### config.mk
export PLATFORM = sky130hd
export DESIGN_NAME = wb_merge
export DESIGN_NICKNAME = d
export VERILOG_FILES = /design/src/rtl/pkg_tpu.sv /design/src/rtl/wb_lane_queue.sv /design/src/rtl/wb_merge.sv
export SDC_FILE = /design/constraint.sdc
export NUM_CORES = 1
export LEC_CHECK = 0
export CAP_MARGIN = 20
export CORE_ASPECT_RATIO = 0.6
export CORE_MARGIN = 5
export CORE_UTILIZATION = 50
export CTS_CLUSTER_DIAMETER = 150
export DETAILED_ROUTE_END_ITERATION = 6
export MAX_ROUTING_LAYER = met4
export PLACE_DENSITY_LB_ADDON = 0.05
export SLEW_MARGIN = 10
export SYNTH_ARGS = -nofsm -noshare
export SYNTH_HDL_FRONTEND = slang
export SYNTH_SLANG_ARGS = --single-unit
### constraint.sdc
create_clock -name clock -period 5.25 [get_ports clock]
set_clock_uncertainty 0.05 [all_clocks]
set_input_delay 1.575 -clock clock [delete_from_list [all_inputs] [get_ports clock]]
set_output_delay 1.575 -clock clock [all_outputs]
set_load 0.005 [all_outputs]
### src/rtl/pkg_tpu.sv
// Shared TPU backend types: register destinations, data words and write-back entries.
package pkg_tpu;
  localparam int IDX_W          = 5;
  localparam int DATA_W         = 32;
  localparam int WB_QUEUE_DEPTH = 4;

  typedef logic [IDX_W-1:0]  idx_t;
  typedef logic [DATA_W-1:0] data_t;

  typedef struct packed {
    logic v;
    idx_t idx;
  } dst_t;

  typedef struct packed {
    idx_t  idx;
    data_t data;
  } wb_ent_t;

  typedef enum logic {LANE_INT = 1'b0, LANE_FP = 1'b1} lane_e;
endpackage

### src/rtl/wb_lane_queue.sv
// Per-lane write-back FIFO; an empty queue presents the same-cycle input as its head.
module wb_lane_queue
  import pkg_tpu::*;
#(
  parameter int DEPTH = WB_QUEUE_DEPTH
) (
  input  logic    clock,
  input  logic    reset,
  input  logic    in_v_i,
  input  wb_ent_t in_ent_i,
  input  logic    grant_i,
  output logic    cand_v_o,
  output wb_ent_t cand_o,
  output logic    full_o,
  output logic    drop_o
);
  localparam int PW = $clog2(DEPTH);
  localparam int CW = $clog2(DEPTH) + 1;

  wb_ent_t        mem_q [DEPTH];
  logic [PW-1:0]  wr_q, rd_q;
  logic [CW-1:0]  cnt_q, cnt_d;
  logic           full_q;
  logic           empty, at_cap, pop, bypass, push;

  assign empty    = (cnt_q == '0);
  assign at_cap   = (cnt_q == CW'(DEPTH));
  assign cand_v_o = !empty || in_v_i;
  assign cand_o   = empty ? in_ent_i : mem_q[rd_q];

  // A grant on an empty queue consumes the input directly, so nothing is stored.
  assign pop    = grant_i && !empty;
  assign bypass = grant_i && empty;
  assign push   = in_v_i && !bypass && (!at_cap || pop);
  assign drop_o = in_v_i && at_cap && !pop;
  assign full_o = full_q;

  always_comb begin
    cnt_d = cnt_q;
    if (push && !pop)      cnt_d = cnt_q + CW'(1);
    else if (pop && !push) cnt_d = cnt_q - CW'(1);
  end

  always_ff @(posedge clock) begin
    if (reset) begin
      wr_q   <= '0;
      rd_q   <= '0;
      cnt_q  <= '0;
      full_q <= 1'b0;
    end else begin
      if (push) wr_q <= wr_q + PW'(1);
      if (pop)  rd_q <= rd_q + PW'(1);
      cnt_q  <= cnt_d;
      full_q <= (cnt_d >= CW'(DEPTH - 1));
    end
  end

  always_ff @(posedge clock) begin
    if (push) mem_q[wr_q] <= in_ent_i;
  end
endmodule

### src/rtl/wb_merge.sv
// Merges INT and FP lane results into one registered write-back stream, round-robin.
module wb_merge
  import pkg_tpu::*;
#(
  parameter int QUEUE_DEPTH = WB_QUEUE_DEPTH
) (
  input  logic  clock,
  input  logic  reset,
  input  logic  I_Stall,
  input  dst_t  I_INT_WB_Index,
  input  data_t I_INT_WB_Data,
  input  dst_t  I_FP_WB_Index,
  input  data_t I_FP_WB_Data,
  output dst_t  O_WB_Index,
  output data_t O_WB_Data,
  output logic  O_Full_INT,
  output logic  O_Full_FP,
  output logic  O_Overflow
);
  logic [1:0] in_v, cand_v, grant, full, drop;
  wb_ent_t    in_ent [2];
  wb_ent_t    cand   [2];
  lane_e      last_q;
  dst_t       wb_idx_q;
  data_t      wb_data_q;
  logic       ovf_q;

  assign in_v[LANE_INT]   = I_INT_WB_Index.v;
  assign in_v[LANE_FP]    = I_FP_WB_Index.v;
  assign in_ent[LANE_INT] = '{idx: I_INT_WB_Index.idx, data: I_INT_WB_Data};
  assign in_ent[LANE_FP]  = '{idx: I_FP_WB_Index.idx,  data: I_FP_WB_Data};

  for (genvar g = 0; g < 2; g++) begin : g_lane
    wb_lane_queue #(.DEPTH(QUEUE_DEPTH)) u_q (
      .clock    (clock),
      .reset    (reset),
      .in_v_i   (in_v[g]),
      .in_ent_i (in_ent[g]),
      .grant_i  (grant[g]),
      .cand_v_o (cand_v[g]),
      .cand_o   (cand[g]),
      .full_o   (full[g]),
      .drop_o   (drop[g])
    );
  end

  // FP wins a contested cycle only if INT was granted last.
  assign grant[LANE_FP]  = !I_Stall && cand_v[LANE_FP] &&
                           (!cand_v[LANE_INT] || last_q == LANE_INT);
  assign grant[LANE_INT] = !I_Stall && cand_v[LANE_INT] && !grant[LANE_FP];

  always_ff @(posedge clock) begin
    if (reset) begin
      wb_idx_q  <= '0;
      wb_data_q <= '0;
      ovf_q     <= 1'b0;
      last_q    <= LANE_INT;
    end else begin
      wb_idx_q.v <= |grant;
      if (grant[LANE_FP]) begin
        wb_idx_q.idx <= cand[LANE_FP].idx;
        wb_data_q    <= cand[LANE_FP].data;
        last_q       <= LANE_FP;
      end else if (grant[LANE_INT]) begin
        wb_idx_q.idx <= cand[LANE_INT].idx;
        wb_data_q    <= cand[LANE_INT].data;
        last_q       <= LANE_INT;
      end
      ovf_q <= ovf_q || (|drop);
    end
  end

  assign O_WB_Index = wb_idx_q;
  assign O_WB_Data  = wb_data_q;
  assign O_Full_INT = full[LANE_INT];
  assign O_Full_FP  = full[LANE_FP];
  assign O_Overflow = ovf_q;
endmodule

# [Word level (Yosys, flattened, before mapping)]
# Memories as Yosys holds them, arrays and structs flattened. A register that Yosys moved wholly into a read port is not among the register bits.
# Index checks and enable logic that the tools add are counted.
[op_classes] add_sub_neg=8 n_mul=0 div=0 n_lt_le_gt_ge=2 n_eq_ne=2 shift=0 mux=20 bitwise=1 reduce_logical=44
[ops] cell="37-bit two-way mux" n=2
[ops] cell="32-bit two-way mux" n=2
[ops] cell="1-bit logical AND" n=20
[ops] cell="1-bit zero test" n=13
[ops] cell="3-bit two-way mux" n=4
[ops] cell="5-bit two-way mux" n=2
[ops] cell="2-bit by 1-bit adder with 2-bit output (second input constant)" n=4
[ops] cell="2-bit two-way mux" n=4
[ops] cell="3-bit by 1-bit adder with 3-bit output (second input constant)" n=2
[ops] cell="3-bit == test (second input constant)" n=2
[ops] cell="3-bit by 2-bit >= comparator with 1-bit output (second input constant)" n=2
[ops] cell="3-bit zero test" n=2
[ops] cell="1-bit logical OR" n=6
[ops] cell="1-bit two-way mux" n=6
[ops] cell="3-bit by 1-bit subtractor with 3-bit output (second input constant)" n=2
[ops] cell="2-bit OR reduction" n=2
[ops] cell="2-bit nonzero test" n=1
[ops] cell="1-bit inverter" n=1
[word_totals] ff_bits=56 latch_bits=0 ramBits=296 romBits=0 inputBits=79 output_inout_bits=41 n_memories=2
[mem_list] name="g_lane[0].u_q.mem_q" depth=4 word_bits=37 read_ports=1 rd_clocked_by_memory_dff=1 write_ports=1 line_no="wb_lane_queue.sv:20" text="wb_ent_t mem_q [DEPTH];"
[mem_list] name="g_lane[1].u_q.mem_q" depth=4 word_bits=37 read_ports=1 rd_clocked_by_memory_dff=1 write_ports=1 line_no="wb_lane_queue.sv:20"

# [Depth between registers and ports, before layout]
[depth] word_depth=17 ltp_mapped=10

# [Hierarchy]
# From an unflattened synthesis, not the netlist that was laid out.
[hier_totals] hier_cells=759 area_unflattened_um2=14696.6
[by_module_without_submodules] mod="wb_lane_queue at g_lane[1].u_q" n_inst=1 cells_per_inst=308 area_per_inst_um2=6597.6 seq_area_each_um2=4644.5
[by_module_without_submodules] mod="wb_lane_queue at g_lane[0].u_q" n_inst=1 cells_per_inst=311 area_per_inst_um2=6429.9 seq_area_each_um2=4644.5
[by_module_without_submodules] mod="wb_merge" n_inst=1 cells_per_inst=140 area_per_inst_um2=1669.1 seq_area_each_um2=800.8

# [Worst setup path after synthesis]
# No wires, ideal clock.
[synth_path] path_kind="input-to-reg" start="input I_FP_WB_Index[5] in the netlist's numbering" end="memory g_lane[0].u_q.mem_q[0][0] in the netlist's numbering (enable)" arrival_time_ns=3.849 required_ns=4.802 path_slack_ns=0.953 path_stages=7 n_path_buf=2 path_cell_list="buf_2 or3b_4 a21o_1 buf_6 xnor2_1 a21oi_1 and2_1"
[synth_between] elab_chain_len=11 elab_cells_between_ends=13 classes_between="2 x mux; 11 x reduce/logical"
[synth_lines] element="from (decl)" line_no="wb_merge.sv:12" text="input dst_t I_FP_WB_Index,"
[synth_lines] element="1-bit logical OR *" line_no="wb_lane_queue.sv:28" text="assign cand_v_o = !empty || in_v_i;"
[synth_lines] element="1-bit logical AND * (2 in series)" line_no="wb_merge.sv:48" text="assign grant[LANE_FP] = !I_Stall && cand_v[LANE_FP] &&"
[synth_lines] element="1-bit zero test *" line_no="wb_merge.sv:50" text="assign grant[LANE_INT] = !I_Stall && cand_v[LANE_INT] && !grant[LANE_FP];"
[synth_lines] element="1-bit logical AND *" line_no="wb_merge.sv:50"
[synth_lines] element="1-bit logical AND" line_no="wb_lane_queue.sv:33" text="assign bypass = grant_i && empty;"
[synth_lines] element="1-bit zero test" line_no="wb_lane_queue.sv:34" text="assign push = in_v_i && !bypass && (!at_cap || pop);"
[synth_lines] element="1-bit logical AND" line_no="wb_lane_queue.sv:34"
[synth_lines] element="1-bit logical AND *" line_no="wb_lane_queue.sv:34"
[synth_lines] element="1-bit two-way mux *" line_no="wb_lane_queue.sv:59" text="if (push) mem_q[wr_q] <= in_ent_i;"
[synth_lines] element="1-bit two-way mux (implied by the code) *" line_no="wb_lane_queue.sv:59"
[synth_lines] element="to (decl)" line_no="wb_lane_queue.sv:20"
# Every way passes the cells marked *; elsewhere a longest branch is shown, timed or not.

# [Final worst setup path]
[layout_path] start="input I_INT_WB_Index[5] in the netlist's numbering" end="memory g_lane[1].u_q.mem_q[1][6] in the netlist's numbering (enable)"
[layout_between] elab_chain_len=10 elab_cells_between_ends=12 classes_between="2 x mux; 10 x reduce/logical"
[layout_lines] element="from (decl)" line_no="wb_merge.sv:10" text="input dst_t I_INT_WB_Index,"
[layout_lines] element="1-bit logical OR *" line_no="wb_lane_queue.sv:28"
[layout_lines] element="1-bit zero test *" line_no="wb_merge.sv:49" text="(!cand_v[LANE_INT] || last_q == LANE_INT);"
[layout_lines] element="1-bit logical OR *" line_no="wb_merge.sv:49"
[layout_lines] element="1-bit logical AND *" line_no="wb_merge.sv:48"
[layout_lines] element="1-bit logical AND" line_no="wb_lane_queue.sv:33"
[layout_lines] element="1-bit zero test" line_no="wb_lane_queue.sv:34"
[layout_lines] element="1-bit logical AND" line_no="wb_lane_queue.sv:34"
[layout_lines] element="1-bit logical AND *" line_no="wb_lane_queue.sv:34"
[layout_lines] element="1-bit two-way mux *" line_no="wb_lane_queue.sv:59"
[layout_lines] element="1-bit two-way mux (implied by the code) *" line_no="wb_lane_queue.sv:59"
[layout_lines] element="to (decl)" line_no="wb_lane_queue.sv:20"
# Marks and branches as above.

==> impl_metrics.py <==
metrics = {
    "clocking": {
        "post_cts.repair.setup_buffers": 0,
        "clk_latency_ns": 0.51,
        "cts_max_level": 2,
        "cts.sinks": 356,
        "clock_path_buffers": 3,
        "cts_root_buffer": "clkbuf_16",
        "cts_made_buffers": 34,
        "cts_tree": "built",
        "cts_resized": 0,
        "ctsHoldBuffers": 0,
        "cts.clk_slew.worst_paths_ns": 0.06,
    },
    "global_routing": {
        "grt_util_met3_pct": 3.743,
        "top_usage_layer": "met2",
        "grt_pass1_vias": 8111,
        "use_met2_pct": 33.07,
        "grt_pass1_wl_mm": 49.20,
        "antenna_found_initial": 0,
        "grt_max_degree": 57,
        "globalRouteOverflowTotal": 0,
        "use_met1_pct": 29.54,
        "gr-usage-all-layers_pct": 20.99,
    },
    "critical_path": {
        "crit_type": "input pin to flip-flop",
        "r2r_setup_slack_ns": 2.01,
        "worstReg2RegStart": "g_lane[0].u_q.cnt_q[1]",
        "reg2reg_to": "g_lane[1].u_q.mem_q[1][6]",
        "cp.arrival_ns": 4.36,
        "critPathTopFamily": "simple AND/OR/NAND/NOR gates",
        "rr_worst_depth": 9,
        "start_kind": "input pin",
        "worstPathRequired_ns": 5.40,
        "cpMaxStageDelayCell": "nor4b_2",
        "crit_path_end_kind": "flip-flop",
        "slowest_delay_ns": 0.76,
        "cp.depth": 8,
        "crit_start": "I_INT_WB_Index[5]",
        "crit_path_end": "g_lane[1].u_q.mem_q[1][6]",
        "path_cells": "clkdlybuf4s50_1 -> nor4b_2 -> nor2_1 -> xnor2_1 -> a21boi_0 -> buf_4 -> and2_2 -> buf_12",
        "crit_buf_inv": 3,
        "cp_max_fo": 26,
    },
    "synthesis": {
        "synth_top_area_cell": "edfxtp_1",
        "syn_area_um2": 14100,
        "yosys-top-cells-area": "edfxtp_1 (63%), mux4_2 (12%), dfxtp_1 (8.5%)",
        "ys_types": 48,
        "synth_fp_nets": 933,
        "synth_ff_type": "edfxtp_1",
        "ys_top_cells_by_count": "edfxtp_1 (296), a21oi_1 (79), mux4_2 (75)",
        "seq_area_frac_synth_pct": 71.53,
        "ys_seq_elements": 356,
        "synth-edff-count": 296,
        "async_flop_share_pct": 0,
        "synth_top_area_share_pct": 63.02,
        "yosysMostFrequentCell": "edfxtp_1",
        "synth.avg_cell_area_um2": 16.79,
        "syn-instance-count": 840,
        "yosysWarnings": 0,
    },
    "power_and_ir_drop": {
        "irDropWorstVdd_uv": 299.3,
        "cellLeakagePower_nw": 5.331,
        "p_total_mw": 8.217,
        "powerDensity_nw_per_um2": 488.7,
    },
    "timing": {
        "slew-limit-headroom_pct": 29.13,
        "period_minus_slack_ns": 4.207,
        "tightest_slew_ns": 1.063,
        "max_freq_ghz": 0.2377,
        "rsz0062_at_grt": "no",
        "fin_setup_tns_ns": 0,
        "setup_slack_ns": 1.043,
        "finalCritPeriodShare_pct": 80.14,
        "finalSetupViolations": 0,
        "drv_slew": 0,
        "whs_ns": 0.4806,
        "hold_viol_final": 0,
    },
    "layout": {
        "multi_input_area_um2": 3736,
        "instances_no_fill": 1348,
        "antenna_cells": 0,
        "final_cell_area_um2": 16810,
        "nFillCells": 2015,
        "drive_gt1_share_pct": 16.62,
        "final_util_pct": 60.71,
        "syn2layout_area_growth_pct": 19.21,
        "fin_nets": 1050,
        "area.sequential_um2": 10100,
    },
    "drt": {
        "via_per_inst": 5.932,
        "remaining_drc_errors": 0,
        "finalWirelength_mm": 32.63,
        "dr_total_vias": 7997,
        "first_pass_iters": 5,
        "drtAntennaViolNets": 0,
        "routedWlPerCell_um": 24.21,
        "drtIter0Drc": 727,
    },
    "placement": {
        "dp_cells": 1287,
        "place_ws_ns": 0.5657,
        "gp_congestion": 0.7975,
        "dpl.hpwl_mm": 19.04,
        "io_buffers": 119,
        "place_area_um2": 15770,
    },
    "run": {
        "drv_cap": 0,
    },
    "floorplanning": {
        "core_area_um2": 27700,
        "fp-row-count": 47,
        "io_pins": 120,
        "initial_core_util_pct": 50.92,
        "fp.dieH_um": 140.1,
        "die_area_um2": 31780,
        "fp.dieW_um": 226.8,
    },
    "worst_hold_path": {
        "hold_path.class": "flip-flop to flip-flop",
    },
    "run_status": {
        "status": "finished clean",
    },
}
[logic make-up (layout without fill, tap and decap cells)]
kind of cell,Yosys count,in the layout,share of synthesized area (%)
flops,356,356,71.53
compound gates,183,183,7.762
simple gates,128,128,4.373
mux,79,79,12.28
buf+inv,71,212,2.253
fa+ha+maj,14,14,1.242
xor+xnor,9,9,0.5589
[metal layers]
layer  wire length (um)  share of wire, %  vias up
met1              14360                44     4102
met5                  0                 0        -
met3               2115               6.5       38
met4                405               1.2        0
li1                   -                 -     3572
met2              15740                48      285
[area by class of cell]
cell class / count / share of cell area (%)
clock buffers: 52 / 5.826
repair buffers: 137 / 8.572
flip-flops and latches: 356 / 60.06
clock inverters: 8 / 0.2530
well taps: 367 / 2.731
inverters: 15 / 0.3348
multi-input cells: 413 / 22.22
[worst min path at each step]
stage | start | end | slack [ns] | cells past startpoint
floorplan | g_lane[0].u_q.wr_q[1] | g_lane[0].u_q.wr_q[1] | 0.42 | 2
global placement | g_lane[0].u_q.wr_q[1] | g_lane[0].u_q.wr_q[1] | 0.43 | 2
detailed placement | O_Overflow | O_Overflow | 0.46 | 2
CTS | g_lane[0].u_q.wr_q[1] | g_lane[0].u_q.wr_q[1] | 0.48 | 2
global route | g_lane[0].u_q.wr_q[1] | g_lane[0].u_q.wr_q[1] | 0.48 | 2
finish | g_lane[0].u_q.wr_q[1] | g_lane[0].u_q.wr_q[1] | 0.48 | 2
[state kept, by name, indices dropped and copies added (netlist names), named ones only]
signal,flops
O_Overflow,1
O_WB_Data,32
O_WB_Index,6
g_lane.u_q.cnt_q,6
g_lane.u_q.full_o,2
g_lane.u_q.mem_q,296
g_lane.u_q.rd_q,4
g_lane.u_q.wr_q,4
last_q,1
[worst min-delay path: stages (launching register included)]
cell and delay [ns]:
dfxtp_1 0.34, nand2_1 0.07, mux2i_1 0.07
[power breakdown]
part,internal (mW),total (mW),switching [mW]
logic,1.04,2.09,1.05
clock network,1.29,2.28,0.988
registers,3.53,3.85,0.318
[placed cells by master, fill, tap and decap left out, drive strengths merged, types with 38 or more instances in the layout]
master	n
edfxtp	296
clkdlybuf4s50	117
a21oi	79
mux4	75
dfxtp	60
clkbuf	52
nand2	46
o21ai	42
a22oi	38
nand3	38
No activity file was read; power rests on OpenSTA's default activity.
